## src/rtl/pws_pkg.sv

```systemverilog
// Shared definitions for the pulse-width scaler: FSM encodings and width helpers.
package pws_pkg;

  localparam logic [2:0] ST_IDLE = 3'd0;
  localparam logic [2:0] ST_HOLD = 3'd1;
  localparam logic [2:0] ST_MUL  = 3'd2;
  localparam logic [2:0] ST_DIV  = 3'd3;
  localparam logic [2:0] ST_ADD  = 3'd4;
  localparam logic [2:0] ST_SEND = 3'd5;
  localparam logic [2:0] ST_DONE = 3'd6;

  function automatic int clog2(input int n);
    int r;
    r = 0;
    for (int v = 1; v < n; v = v << 1) r++;
    return r;
  endfunction

  // Channel index width; a single channel still gets a 1-bit ch_out.
  function automatic int ch_w(input int n);
    return (n > 1) ? clog2(n) : 1;
  endfunction

  function automatic int prod_w(input int in_w, input int out_w);
    return in_w + out_w;
  endfunction

  function automatic int wrap_add(input int a, input int b, input int n);
    int s;
    s = a + b;
    return (s >= n) ? s - n : s;
  endfunction

endpackage

```

## src/rtl/pws_seq_divider.sv

```systemverilog
// Restoring divider: one quotient bit per cycle, W iterations, done pulses when the quotient is final.
module pws_seq_divider #(
  parameter int W = 40
) (
  input  logic         clk,
  input  logic         rst,
  input  logic         start,
  input  logic [W-1:0] dividend,
  input  logic [W-1:0] divisor,
  output logic         busy,
  output logic         done,
  output logic [W-1:0] quotient
);

  localparam int CW = $clog2(W + 1);

  logic [W-1:0]  rem_q, rem_d;
  logic [W-1:0]  q_q, q_d;
  logic [CW-1:0] cnt_q, cnt_d;
  logic          busy_q, busy_d;
  logic          done_q, done_d;
  logic [W:0]    trial;

  // q_q shifts dividend bits out the top while quotient bits enter at the bottom.
  always_comb begin
    rem_d  = rem_q;
    q_d    = q_q;
    cnt_d  = cnt_q;
    busy_d = busy_q;
    done_d = 1'b0;
    trial  = {rem_q, q_q[W-1]};
    if (start) begin
      rem_d  = '0;
      q_d    = dividend;
      cnt_d  = CW'(W);
      busy_d = 1'b1;
    end else if (busy_q) begin
      if (trial >= {1'b0, divisor}) begin
        rem_d = W'(trial - {1'b0, divisor});
        q_d   = {q_q[W-2:0], 1'b1};
      end else begin
        rem_d = trial[W-1:0];
        q_d   = {q_q[W-2:0], 1'b0};
      end
      cnt_d = cnt_q - 1'b1;
      if (cnt_q == CW'(1)) begin
        busy_d = 1'b0;
        done_d = 1'b1;
      end
    end
  end

  always_ff @(posedge clk or posedge rst) begin
    if (rst) begin
      rem_q  <= '0;
      q_q    <= '0;
      cnt_q  <= '0;
      busy_q <= 1'b0;
      done_q <= 1'b0;
    end else begin
      rem_q  <= rem_d;
      q_q    <= q_d;
      cnt_q  <= cnt_d;
      busy_q <= busy_d;
      done_q <= done_d;
    end
  end

  assign busy     = busy_q;
  assign done     = done_q;
  assign quotient = q_q;

endmodule

```

## src/rtl/pulse_width_scaler_mc.sv

```systemverilog
// Multi-channel pulse-width scaler: round-robin grant, then Y = NUMERATOR*X/DENOMINATOR + OFFSET
// through a shared multiplier and sequential divider, delivered over a 4-phase handshake.
module pulse_width_scaler_mc
  import pws_pkg::*;
#(
  parameter int               CH          = 2,
  parameter int               IN_W        = 8,
  parameter int               OUT_W       = 32,
  parameter logic [OUT_W-1:0] NUMERATOR   = 'hABE0,
  parameter logic [OUT_W-1:0] DENOMINATOR = 'hFF,
  parameter logic [OUT_W-1:0] OFFSET      = 'hD0FC,
  parameter bit               SATURATE    = 1'b1
) (
  input  logic                  clk,
  input  logic                  rst,
  input  logic [CH-1:0]         rdy_in,
  input  logic [CH*IN_W-1:0]    request,
  output logic [CH-1:0]         akn_out,
  output logic                  rdy_out,
  input  logic                  akn_in,
  output logic [OUT_W-1:0]      time_output,
  output logic [ch_w(CH)-1:0]   ch_out,
  output logic                  sat_out
);

  localparam int CW     = ch_w(CH);
  localparam int PROD_W = prod_w(IN_W, OUT_W);
  localparam logic [PROD_W:0] MAX_OUT = {{(PROD_W + 1 - OUT_W){1'b0}}, {OUT_W{1'b1}}};

  if (DENOMINATOR == '0) begin : g_bad_denom
    $error("pulse_width_scaler_mc: DENOMINATOR must be nonzero");
  end
  if (CH < 1 || CH > 8) begin : g_bad_ch
    $error("pulse_width_scaler_mc: CH must be 1..8");
  end

  logic [2:0]        state_q, state_d;
  logic [CW-1:0]     ptr_q, ptr_d;
  logic [CW-1:0]     ch_q, ch_d;
  logic [IN_W-1:0]   data_q, data_d;
  logic [CH-1:0]     akn_q, akn_d;
  logic              rdy_q, rdy_d;
  logic              sat_q, sat_d;
  logic [OUT_W-1:0]  time_q, time_d;

  logic              gnt_vld;
  logic [CW-1:0]     gnt_idx;
  logic [IN_W-1:0]   gnt_data;
  logic              sel_rdy;
  logic [PROD_W-1:0] product, quotient;
  logic [PROD_W:0]   sum;
  logic              div_start, div_busy, div_done;

  // Walk downward so the lowest index at or after the pointer is the last (winning) assignment.
  always_comb begin
    gnt_vld  = 1'b0;
    gnt_idx  = '0;
    gnt_data = '0;
    sel_rdy  = 1'b0;
    for (int k = CH - 1; k >= 0; k--) begin
      if (rdy_in[wrap_add(int'(ptr_q), k, CH)]) begin
        gnt_vld = 1'b1;
        gnt_idx = CW'(wrap_add(int'(ptr_q), k, CH));
      end
    end
    for (int i = 0; i < CH; i++) begin
      if (gnt_idx == CW'(i)) gnt_data = request[i*IN_W +: IN_W];
      if (ch_q == CW'(i))    sel_rdy  = rdy_in[i];
    end
  end

  always_ff @(posedge clk or posedge rst) begin
    if (rst) state_q <= ST_IDLE;
    else     state_q <= state_d;
  end

  always_comb begin
    state_d = state_q;
    case (state_q)
      ST_IDLE: if (gnt_vld) state_d = ST_HOLD;
      ST_HOLD: if (!sel_rdy) state_d = ST_MUL;
      ST_MUL:  state_d = ST_DIV;
      ST_DIV:  if (div_done && !div_busy) state_d = ST_ADD;
      ST_ADD:  state_d = ST_SEND;
      ST_SEND: if (akn_in) state_d = ST_DONE;
      ST_DONE: if (!akn_in) state_d = ST_IDLE;
      default: state_d = ST_IDLE;
    endcase
  end

  always_comb begin
    ptr_d     = ptr_q;
    ch_d      = ch_q;
    data_d    = data_q;
    akn_d     = akn_q;
    rdy_d     = rdy_q;
    sat_d     = sat_q;
    time_d    = time_q;
    div_start = 1'b0;
    product   = {{IN_W{1'b0}}, NUMERATOR} * {{OUT_W{1'b0}}, data_q};
    sum       = {1'b0, quotient} + {{(PROD_W + 1 - OUT_W){1'b0}}, OFFSET};
    case (state_q)
      ST_IDLE: if (gnt_vld) begin
        data_d = gnt_data;
        ch_d   = gnt_idx;
        for (int i = 0; i < CH; i++) akn_d[i] = (gnt_idx == CW'(i));
        time_d = '0;
        sat_d  = 1'b0;
        ptr_d  = CW'(wrap_add(int'(gnt_idx), 1, CH));
      end
      ST_HOLD: if (!sel_rdy) akn_d = '0;
      // Divider captures the product on the same edge the FSM moves to DIV.
      ST_MUL:  div_start = 1'b1;
      ST_ADD: begin
        rdy_d = 1'b1;
        if (sum > MAX_OUT) begin
          sat_d  = 1'b1;
          time_d = SATURATE ? {OUT_W{1'b1}} : sum[OUT_W-1:0];
        end else begin
          time_d = sum[OUT_W-1:0];
        end
      end
      ST_SEND: if (akn_in) rdy_d = 1'b0;
      default: ;
    endcase
  end

  always_ff @(posedge clk or posedge rst) begin
    if (rst) begin
      ptr_q  <= '0;
      ch_q   <= '0;
      data_q <= '0;
      akn_q  <= '0;
      rdy_q  <= 1'b0;
      sat_q  <= 1'b0;
      time_q <= '0;
    end else begin
      ptr_q  <= ptr_d;
      ch_q   <= ch_d;
      data_q <= data_d;
      akn_q  <= akn_d;
      rdy_q  <= rdy_d;
      sat_q  <= sat_d;
      time_q <= time_d;
    end
  end

  pws_seq_divider #(.W(PROD_W)) u_div (
    .clk      (clk),
    .rst      (rst),
    .start    (div_start),
    .dividend (product),
    .divisor  ({{IN_W{1'b0}}, DENOMINATOR}),
    .busy     (div_busy),
    .done     (div_done),
    .quotient (quotient)
  );

  assign akn_out     = akn_q;
  assign rdy_out     = rdy_q;
  assign time_output = time_q;
  assign ch_out      = ch_q;
  assign sat_out     = sat_q;

endmodule

```

## config.mk

```make
export PLATFORM = sky130hd
export DESIGN_NAME = pulse_width_scaler_mc
export DESIGN_NICKNAME = d
export VERILOG_FILES = /design/src/rtl/pws_pkg.sv /design/src/rtl/pws_seq_divider.sv /design/src/rtl/pulse_width_scaler_mc.sv
export SDC_FILE = /design/constraint.sdc
export NUM_CORES = 1
export LEC_CHECK = 0
export ABC_AREA = 1
export CAP_MARGIN = 20
export CELL_PAD_IN_SITES_DETAIL_PLACEMENT = 0
export CELL_PAD_IN_SITES_GLOBAL_PLACEMENT = 1
export CORE_MARGIN = 2
export CORE_UTILIZATION = 49
export CTS_CLUSTER_SIZE = 25
export DETAILED_ROUTE_END_ITERATION = 10
export PLACE_DENSITY = 0.9
export SYNTH_ARGS = -nofsm -noshare
export SYNTH_HDL_FRONTEND = slang
export SYNTH_SLANG_ARGS = --single-unit
```

## constraint.sdc

```tcl
create_clock -name clk -period 12.9 [get_ports clk]
set_input_delay 2.58 -clock clk [delete_from_list [all_inputs] [get_ports clk]]
set_output_delay 2.58 -clock clk [all_outputs]
set_load 0.1 [all_outputs]
```

==> impl_summary.md <==
Clock network
The later pin in the worst-skew pair is clocked with a latency of about 0.42 ns. For this design, the sink count on the clock tree is between 100 and 150. The count of hold buffers inserted by post-cts repair is 0. The clock transition time at the flip-flop clock pins of the worst setup and hold paths is 0.06 ns. The cell sitting at the root of the clock tree is a sky130_fd_sc_hd__clkbuf_16. Post-CTS repair changed the size of 0 cells. The H-tree depth is 4. The number of setup buffers added after CTS is 0. In this run, CTS created clock tree buffers numbering 17.

The largest buffer count on any clock path is 2. The clock tree from TritonCTS is yes.

Drt
The detail-routed net length per standard cell is 15.1 um. The number of routed nets with antenna violations is 0. Summed over all layers, the routed wires come to between 20000 and 30000 um. The detailed router's first-iteration violation count is approximately 660. The first-pass iteration count of the detailed router is 5.

The count of vias placed by the detailed router is between 9k and 10k. The number of vias per cell is around 5.3. In the routed design, unresolved DRC markers number 0.

Synthesis
The fraction of registers with async set/reset is between 90% and 100%. After synthesis, the cell types taking the most area are sky130_fd_sc_hd__dfrtp_1, sky130_fd_sc_hd__nand2_1, sky130_fd_sc_hd__inv_1. Counting instances in the post-synthesis netlist gives the leading cell types as sky130_fd_sc_hd__nand2_1, sky130_fd_sc_hd__inv_1, sky130_fd_sc_hd__nor2_1, sky130_fd_sc_hd__nand3_1, sky130_fd_sc_hd__dfrtp_1. In this run the cell area of the synthesized design comes to roughly 0.010 mm^2. The most used flip-flop cell after synthesis is sky130_fd_sc_hd__dfrtp_1.

The top cell type's share of synthesized area is 33.0%. The gate count after technology mapping is 1430. The number of flops mapped to enable cells by yosys is 0. The count of state elements after synthesis is approximately 140. The top cell type by total area after synthesis is sky130_fd_sc_hd__dfrtp_1. Counting every net in the synthesized netlist gives about 1.5k.

During synthesis, Yosys emitted a total of 0 warnings. In this run, distinct cell masters in the synthesized netlist total just over 50. The most common cell in the netlist is sky130_fd_sc_hd__nand2_1. After synthesis, the mean cell area works out to around 7.3 um^2.

The sequential fraction of the synthesis area is around a third.

Place
The area after detailed placement is about 0.011 mm^2. The wire-length estimate of the detail-placed layout is 19900 um. Port buffering added 57 buffers. After detailed placement, the design holds a cell count of 1728. At the end of routability-driven placement, the weighted congestion stood at approximately 0.91.

STA
The final max-slew violation count is 0. Static timing analysis puts the maximum clock frequency at 0.218 GHz. Setup repair after global routing left no endpoint under its margin. The count of final hold-check violations is 0. The final hold slack is 0.497 ns. The aggregate negative setup slack is 0 ns.

The clock arrives with about 0.010 ns of skew. For the pin with the worst max-slew slack, the measured transition is between 0.9 and 1 ns. Subtracting the final worst setup slack from the clock period gives around 4.6 ns. The setup-violating endpoint count in the final report is 0. The final period utilization is between 30% and 40%. In this run the tightest slew margin relative to its limit is a little over a third.

Hold path
The tightest min-delay check is of the reg -> reg type. For hold timing, the worst endpoint is u_div.cnt_q[5]$_DFFE_PP0P_. The hold path depth is 2. The startpoint of the worst hold path is u_div.cnt_q[5]$_DFFE_PP0P_.

Setup path
Along the worst path, the maximum fanout reaches 2. The worst setup slack for register-to-register paths is between 8 and 9 ns. The cell family contributing the most delay on the critical path is buffers and inverters. Counting both buffers and inverters, the worst setup path holds a total of 1. Data on the critical path is required at its endpoint by ~10 ns. The start of the worst register-to-register path is data_q[6]$_DFFE_PP0P_. The cell with the largest stage delay on the worst path is sky130_fd_sc_hd__clkdlybuf4s50_1. Walking the worst path, the cells encountered are clkdlybuf4s50_1.

The worst register-to-register path ends at u_div.quotient[21]$_DFFE_PP0P_. The worst setup path is of the reg -> out kind. At the worst endpoint, the arrival time is about 2 ns.

The endpoint type of the worst setup path is an output port. The number of cells on the worst reg-to-reg path is 15. STA classifies the critical path startpoint as a flop. The highest cell delay on the worst timing path is 1.16 ns.

GRT
The number of antenna violations at the first check in global routing came to 0. Entering global routing, the biggest net connects 74 pins. The first global-routing pass estimated 45000 um of wire. The via count of the first global-routing pass is 9077. The global-route usage over all layers is about a quarter. The total congestion overflow is 0.

Finish
The net total in the final layout is ~1.6k. Summing all flip-flop and latch instances after layout gives between 0.003 and 0.004 mm^2. The count of fill cells added during filler insertion is approximately 2.1k.

The area growth from synthesis to layout is 13.2%. The finished layout holds 1760 standard cells, fillers aside. The number of antenna diodes is 0.

Cells with a size suffix above 1 make up ~8.5% of the layout. Once layout is done, the placed cells without fillers occupy around 0.012 mm^2. In the final layout, the multi-input gates occupy 0.00584 mm^2.

Die
Measured along the y axis, the die boundary spans ~150 um. The area of the die is around 0.022 mm^2. The number of placed I/O pins is 58.

The floorplan row count is 53. The total area inside the core boundary comes to about 0.021 mm^2. From left edge to right edge, the die measures approximately 150 um.

For this configuration, the core starts out at a cell density of 49.6%.

Status
The run finished with clean final reports.

Flow run
Across the run, the number of max-cap violations was 0.
-- registers in the layout (all words and copies together), names as in the netlist, 2 cells and up --
signal / cells
akn_out: 2
time_output: 32
u_div.quotient: 40
data_q: 8
u_div.rem_q: 40
state_q: 3
u_div.cnt_q: 6
-- per-stage QoR --
step | utilization (%) | setup slack (ns)
floorplan | - | 6.65
global placement | 53.2 | 8.39
detailed placement | 53.2 | 8.36
CTS | 56.1 | 8.31
global route | 56.2 | 8.15
finish | 56.2 | 8.32
-- cell usage in the layout (no fill, tap or decap), types with 26 or more instances in the layout --
master                              n
sky130_fd_sc_hd__o21ai_0           90
sky130_fd_sc_hd__inv_1            227
sky130_fd_sc_hd__nor2_1           148
sky130_fd_sc_hd__nand2_1          277
sky130_fd_sc_hd__ha_1              51
sky130_fd_sc_hd__nand2_2           42
sky130_fd_sc_hd__dfrtp_1          137
sky130_fd_sc_hd__clkdlybuf4s50_1   57
sky130_fd_sc_hd__nand3_1          147
sky130_fd_sc_hd__nand4_1           26
sky130_fd_sc_hd__a21oi_1           34
-- cell type report --
cell class	instances	area share, %
Multi-Input combinational cell	1011	49.6
Sequential cell	137	29.1
Inverter	241	7.72
Timing Repair Buffer	65	5.41
Clock buffer	19	3.85
Tap cell	275	2.92
Clock inverter	12	1.39
-- cells by family after synthesis --
kind of cell	after synthesis	share of synthesized area (%)
xor gates and xnor gates	33	2.78
and+or+nand+nor	701	30.8
adders and majority gates	76	10.9
DFF	137	33.0
AOI/OAI and AO/OA	201	11.6
buffers and inverters	282	10.9
-- layer usage --
layer  GRT usage (%)  up-vias  share of wire [%]
li1                -     4752                  -
met1            35.5     4344                 49
met2            40.0      260                 45
met3            3.69       42                4.1
met4            6.93        0                2.1
met5               0        -                  0
-- worst max path at each step --
stage,cells after the start,from,end
2_1_floorplan,1,rst,akn_out[0]$_DFFE_PP0P_
3_3_place_gp,3,rst,u_div.rem_q[32]$_DFFE_PP0P_
3_5_place_dp,3,rst,data_q[1]$_DFFE_PP0P_
4_1_cts,1,sat_out$_DFFE_PP0P_,sat_out
5_1_grt,15,data_q[6]$_DFFE_PP0P_,u_div.quotient[21]$_DFFE_PP0P_
6_report,1,sat_out$_DFFE_PP0P_,sat_out
-- tightest hold or removal path, delay by kind of cell, from the launching register on --
family | cells | cell delay [ns]
AOI/OAI and AO/OA | 1 | 0.06
DFF | 1 | 0.34
and+or+nand+nor | 1 | 0.06
Power is left out: the tool's default activity adds up to more than one toggle a clock period on the data nets, which glitch-free logic cannot reach.
